<file path="config.mk">
export PLATFORM = sky130hd
export DESIGN_NAME = nibble_serial_adder
export DESIGN_NICKNAME = d
export VERILOG_FILES = /design/src/rtl/nibble_serial_adder_pkg.sv /design/src/rtl/nibble_serial_adder_add.sv /design/src/rtl/nibble_serial_adder.sv
export SDC_FILE = /design/constraint.sdc
export NUM_CORES = 1
export LEC_CHECK = 0
export CAP_MARGIN = 30
export CORE_ASPECT_RATIO = 0.7
export CORE_UTILIZATION = 45
export CTS_CLUSTER_SIZE = 25
export DETAILED_ROUTE_END_ITERATION = 10
export PLACE_DENSITY = 0.8
export SETUP_SLACK_MARGIN = 0.4
export SYNTH_ARGS = -nofsm -noshare
export SYNTH_HDL_FRONTEND = slang
export SYNTH_SLANG_ARGS = --single-unit
</file>
<file path="constraint.sdc">
create_clock -name clk -period 7.2 [get_ports clk]
set_input_delay 0.72 -clock clk [delete_from_list [all_inputs] [get_ports clk]]
set_output_delay 0.72 -clock clk [all_outputs]
set_load 0.005 [all_outputs]
</file>
<file path="src/rtl/nibble_serial_adder_pkg.sv">
// nibble_serial_adder_pkg: shared state type, nibble width and index-width helper
package nibble_serial_adder_pkg;
  typedef enum logic [1:0] {IDLE, ADD, DONE} state_t;
  localparam int NIBBLE_W = 4;
  function automatic int idx_w(input int nib);
    return (nib <= 1) ? 1 : $clog2(nib);
  endfunction
endpackage

</file>
<file path="src/rtl/nibble_serial_adder_add.sv">
// nibble_add: combinational 4-bit ripple-carry adder
module nibble_add (
  input  logic [3:0] x,
  input  logic [3:0] y,
  input  logic       ci,
  output logic [3:0] s,
  output logic       co
);
  logic [4:0] w_c;
  assign w_c[0] = ci;
  for (genvar i = 0; i < 4; i++) begin : g_bit
    assign s[i]     = x[i] ^ y[i] ^ w_c[i];
    assign w_c[i+1] = (x[i] & y[i]) | (w_c[i] & (x[i] ^ y[i]));
  end
  assign co = w_c[4];
endmodule

</file>
<file path="src/rtl/nibble_serial_adder.sv">
// nibble_serial_adder: WIDTH-bit adder that feeds one nibble per clock through a single 4-bit adder
module nibble_serial_adder
  import nibble_serial_adder_pkg::*;
#(
  parameter int WIDTH = 16
) (
  input  logic             clk,
  input  logic             reset,
  input  logic             start,
  input  logic [WIDTH-1:0] a,
  input  logic [WIDTH-1:0] b,
  input  logic             cin,
  output logic             busy,
  output logic             done,
  output logic [WIDTH-1:0] sum,
  output logic             cout,
  output logic             ovf
);
  localparam int NIB = WIDTH / NIBBLE_W;
  localparam int IW  = idx_w(NIB);
  state_t           r_state, w_next;
  logic [IW-1:0]    r_idx;
  logic [WIDTH-1:0] r_a, r_b, r_work, w_work;
  logic             r_carry, w_co, w_last, w_accept;
  logic [3:0]       w_s;
  nibble_add u_add (
    .x (r_a[NIBBLE_W*r_idx +: NIBBLE_W]),
    .y (r_b[NIBBLE_W*r_idx +: NIBBLE_W]),
    .ci(r_carry),
    .s (w_s),
    .co(w_co)
  );
  assign w_last   = (r_state == ADD) && (r_idx == IW'(NIB - 1));
  assign w_accept = start && (r_state != ADD);
  always_comb begin
    w_work = r_work;
    w_work[NIBBLE_W*r_idx +: NIBBLE_W] = w_s;
    w_next = (r_state == ADD) ? (w_last ? DONE : ADD) : (start ? ADD : IDLE);
  end
  always_ff @(posedge clk) begin
    if (reset) begin
      r_state <= IDLE;
      r_idx   <= '0;
      r_carry <= 1'b0;
      r_work  <= '0;
      r_a     <= '0;
      r_b     <= '0;
      sum     <= '0;
      cout    <= 1'b0;
      ovf     <= 1'b0;
    end else begin
      r_state <= w_next;
      if (w_accept) begin
        r_a     <= a;
        r_b     <= b;
        r_carry <= cin;
        r_idx   <= '0;
      end
      if (r_state == ADD) begin
        r_work  <= w_work;
        r_carry <= w_co;
        r_idx   <= r_idx + IW'(1);
      end
      if (w_last) begin
        sum  <= w_work;
        cout <= w_co;
        ovf  <= (r_a[WIDTH-1] == r_b[WIDTH-1]) && (w_work[WIDTH-1] != r_a[WIDTH-1]);
      end
    end
  end
  // status flags come straight from the state register, so no input reaches them combinationally
  assign busy = (r_state == ADD);
  assign done = (r_state == DONE);
endmodule
</file>
; ---- After elaboration in Yosys (flattened, before gate mapping)
; Cells that the tools add are included.
[word_totals]
ff_bits = 71
input_bits = 36
output_inout_bits = 20
word_cells = 53
[classes]
addsub = 2
eq_ne = 6
shift = 4
muxes = 8
bitwise_logic = 20
n_reduce_logical = 4
[ops]
columns = cell, n
row1 = 4-bit negator with 34-bit output, 1
row2 = 4-bit by 34-bit variable shift with 16-bit output (first input constant), 1
row3 = 4-bit by 34-bit variable part select with 16-bit output, 1
row4 = 16-bit by 5-bit variable part select with 4-bit output, 2
row5 = 16-bit bitwise mux, 1
row6 = 1-bit bitwise AND, 8
row7 = 2-bit 2-to-1 mux, 4
row8 = 1-bit bitwise XOR, 8
row9 = 2-bit equality test (second input constant), 2
row10 = 1-bit bitwise OR, 4
row11 = 1-bit logical AND, 3
row12 = 1-bit 2-to-1 mux, 3
row13 = 2-bit by 1-bit adder with 2-bit output (second input constant), 1
row14 = 2-bit by 1-bit equality test with 1-bit output (second input constant), 1
row15 = 2-bit by 1-bit != test with 1-bit output (second input constant), 1
row16 = 2-bit nonzero test, 1
row17 = 1-bit equality test, 1
row18 = 1-bit != test, 1

; ---- Depth between registers and ports, before layout
[depth]
depth_word = 13
depth_mapped = 13
depth_no_buf = 12

; ---- Modules after synthesis
; Synthesis repeated with hierarchy kept, for this count alone.
[hier_totals]
hier_cells = 322
hier_area_um2 = 2975.4
[by_module_without_submodules]
columns = mod, n_inst, cells_per_inst, area_per_inst_um2, seq_area_each_um2
row1 = nibble_serial_adder, 1, 308, 2857.7, 1361.3
row2 = nibble_add, 1, 14, 117.6, 0.0

; ---- Least setup slack after synthesis
; No wires, ideal clock.
[synth_timing]
path_type = register to register
start = register r_idx[0]
end = register ovf
setup_ps = 122
arrival_time_ps = 3087
t_required_ps = 7078
slack_ps = 3991
path_stages_with_launch = 14
path_buffers = 1
synth_period_minus_slack_ps = 3209
path_cell_list = dfxtp_1 -> buf_4 -> mux4_2 -> inv_1 -> fa_1 -> inv_1 -> fa_1 -> inv_1 -> fa_1 -> inv_1 -> fa_1 -> and2_1 -> and4_1 -> a221o_1
[synth_between]
elab_chain_cells = 13
elab_cells_between_ends = 27
cone_classes = add/sub (1) / eq/ne (2) / shift (4) / mux (1) / bitwise (17) / reduce/logical (2)
[synth_lines]
columns = item, line_no
row1 = from (decl), nibble_serial_adder.sv:22  ; logic [IW-1:0] r_idx;
row2 = from (signal assigned), nibble_serial_adder.sv:62  ; r_idx <= r_idx + IW'(1);
row3 = 16-bit by 5-bit variable part select with 4-bit output (on tied branches), "nibble_serial_adder.sv:27, nibble_serial_adder.sv:28"
row4 = 1-bit bitwise XOR, "nibble_serial_adder_add.sv:12, nibble_serial_adder_add.sv:13"
row5 = 1-bit bitwise AND, nibble_serial_adder_add.sv:13  ; assign w_c[i+1] = (x[i] & y[i]) | (w_c[i] & (x[i] ^ y[i]));
row6 = 1-bit bitwise OR, nibble_serial_adder_add.sv:13
row7 = 1-bit bitwise AND, nibble_serial_adder_add.sv:13
row8 = 1-bit bitwise OR, nibble_serial_adder_add.sv:13
row9 = 1-bit bitwise AND, nibble_serial_adder_add.sv:13
row10 = 1-bit bitwise OR, nibble_serial_adder_add.sv:13
row11 = 1-bit bitwise XOR, nibble_serial_adder_add.sv:12  ; assign s[i] = x[i] ^ y[i] ^ w_c[i];
row12 = 4-bit by 34-bit variable part select with 16-bit output, nibble_serial_adder.sv:37  ; w_work[NIBBLE_W*r_idx +: NIBBLE_W] = w_s;
row13 = 16-bit bitwise mux, nibble_serial_adder.sv:37
row14 = 1-bit != test, nibble_serial_adder.sv:67  ; ovf <= (r_a[WIDTH-1] == r_b[WIDTH-1]) && (w_work[WIDTH-1] != r_a[WIDTH-1]);
row15 = 1-bit logical AND, nibble_serial_adder.sv:67
row16 = to (signal assigned), nibble_serial_adder.sv:67
row17 = to (decl), nibble_serial_adder.sv:17  ; output logic ovf
; Several ways; a longest one is shown, not always the timed one.
; A chain may end at the register's enable or synchronous reset.

; ---- Worst setup path after layout
; Ends and elaborated chain as after synthesis.

==> out/metrics.cfg <==
[clock_network]
cts_hold_buf = 0
clkLatencyLatePin_ns = 0.35
postCtsSetupBuffers = 0
cts_resized = 0
cts_tree = done
numCtsBuffers = 9
cts-root-buf = clkbuf_8
clock-sinks = 67
cts.path.max_buffers = 2
clk_pin_slew_ns = 0.08
htree_levels = 3

[cells_and_area]
nNetsFinal = 400
final_cell_mix = dfxtp_1, clkdlybuf4s50_1, a21oi_1
multiInputGateArea_mm2 = 0.001436
layout-drive-gt1-share = 0.1000
seq_area_mm2 = 0.001341
antenna_cells = 0
fillers = 545
final_common_cell = dfxtp_1
area_growth_pct = 25.78

[global_route]
grt_pass1_wl_mm = 11.30
first_global_vias = 2379
grt_usage = 0.2078
antenna_found_initial = 0
grt_max_degree = 58
grt-ovfl-total = 0

[run_status]
outcome = completed

[power]
power.density_mw_per_mm2 = 245.9
switching_share = 0.2418
peakVddDrop_uv = 110.6
p_clk_frac = 0.452
p_leak_uw = 0.001369
combPwrFrac = 0.120
power_frac_seq = 0.428
p_int_uw = 706.7
p_sw_uw = 225.4

[sta]
slew_headroom = 0.3441
tns_ns = 0
fin_crit_ns = 3.642
hold_viol_final = 0
rsz0062_at_grt = no
worst_slew_pin_slew_ns = 0.9839
drv_slew = 0
period_share = 0.5059
max_clock_freq_ghz = 0.2746
hold_ws_ns = 0.4708
fin_skew_ns = 0.009768
setup_viol_count_final = 0

[yosys]
synth.avg_cell_area_um2 = 9.538
ys_ff_latch = 67
yosysUniqueCellTypes = 39
synth_top_area_share = 0.4450
synth_edf_count = 0
synthCells = 316
dominantRegCellSynth = dfxtp_1
synth_warnings = 0
yosys-top-cells-area = dfxtp_1, a21oi_1, mux4_2, nand3_1, o21ai_1
yosys.area.top_type = dfxtp_1
synth_nets = 361
mappedNetlistArea_mm2 = 0.003014
async_flop_share = 0
synth_seq_area_share = 0.4450

[routing]
viasPerCell = 5.448
ant_nets = 0
detail_route.wl_per_cell_um = 15.17
wl_mm = 6.840
num_vias = 2457
route.detailed.drc = 0
drt_iter0_drc = 161
drt_pass1_iterations = 4

[place]
io_buffers = 55
hpwl_mm = 4.508
gp_congestion = 0.8168

[worst_setup_path]
crit_required_ns = 7.44
worst_path_largest_cell_delay_ns = 0.82
path_cells = mux4_2, inv_1, fa_1, inv_1, fa_1, inv_1, fa_1, inv_1, fa_1, and2_1, and4_1, a221o_1
endpoint_kind = register
rr_worst_depth = 12
crit_arrival_ns = 3.88
crit_type = reg -> reg
crit_path_max_fanout = 17
worstSetupStartpointType = register
slowest_stage = dfxtp_1

[floorplanning]
die_area_mm2 = 0.007035
start_util = 0.4757
core-area_mm2 = 0.006336
die_h_um = 70.48
die_x_um = 99.82
io_pins = 56
placementRows = 24

[min_path]
holdPathStages = 1
min_path_type = reg -> reg

[flow_run]
max_cap_violations = 0

[layout make-up]
class                           count  share of cell area
Multi-Input combinational cell    203              0.3789
Sequential cell                    67              0.3538
Timing Repair Buffer               57              0.1479
Clock inverter                      7             0.03861
Clock buffer                        9             0.03267
Tap cell                           91             0.03003
Inverter                           17             0.01815
[cells in the mapped netlist, types with 2 or more instances]
master and count:
dfxtp_1 67, a21oi_1 38, nand3_1 34, o21ai_1 32, inv_1 14, clkbuf_1 12
nor2_1 12, nor2b_1 11, o2bb2ai_1 10, a211oi_1 8, a31oi_1 8, mux4_2 8
a22o_1 7, buf_2 5, buf_6 5, ha_1 5, buf_4 4, fa_1 4
nand2_1 4, a211oi_2 3, buf_1 3, inv_4 2, nor3b_1 2, o21a_1 2
o22ai_1 2
[logic make-up (layout without fill, tap and decap cells)]
family                     Yosys count  in the layout  share of synthesized area
and+or+nand+nor                     72             72                     0.1337
adders and majority gates            9              9                    0.04732
muxes                                9              9                    0.06310
DFF                                 67             67                     0.4450
buffers and inverters               46             90                    0.07845
AOI/OAI and AO/OA                  113            113                     0.2325
[per-stage QoR]
| step | area [um^2] | cells | utilization | power (uW) | setup slack (ns) |
|---|---|---|---|---|---|
| global placement | 3521 | 435 | 0.5557 | 514.3 | 3.655 |
| global route | 3791 | 451 | 0.5983 | 964.5 | 3.367 |
| detailed placement | 3521 | 435 | 0.5557 | 518.5 | 3.547 |
| floorplan | 3014 | 316 | - | 482.7 | 3.991 |
| CTS | 3791 | 451 | 0.5983 | 937.5 | 3.541 |
| finish | 3791 | 451 | 0.5983 | 932.1 | 3.558 |
[critical path: cells and delay by family, from the launching register on]
family,cells,cell delay [ns]
AOI/OAI and AO/OA,1,0.24
adders and majority gates,4,1.21
buffers and inverters,4,0.28
DFF,1,0.82
muxes,1,0.59
and+or+nand+nor,2,0.39
[routing by layer]
| metal | GRT usage | up-vias | part of all wire |
|---|---|---|---|
| li1 | - | 1218 | - |
| met1 | 0.2734 | 1146 | 0.47 |
| met2 | 0.3234 | 85 | 0.45 |
| met3 | 0.05606 | 8 | 0.069 |
| met4 | 0.08333 | 0 | 0.011 |
| met5 | 0 | - | 0 |
[registers in the layout, summed over array words and instances (netlist names)]
name,count
r_work,12
sum,16
cout,1
r_state,2
r_carry,1
ovf,1
r_a,16
r_b,16
r_idx,2
[final timing paths]
check,startpoint,to,slack [ns]
worst min-delay path,sum[1],sum[1],0.47
worst max register to register,r_idx[0],ovf,3.56
worst max-delay path,r_idx[0],ovf,3.56
worst min register to register,sum[1],sum[1],0.47
[power groups by stage]
stage	Combinational, uW	Clock, uW	Sequential (uW)
floorplan	80.9	0	402
global placement	107	0	407
detailed placement	111	0	408
CTS	111	427	399
global route	123	441	401
finish	112	421	399
(Power assumes the default switching activity.)
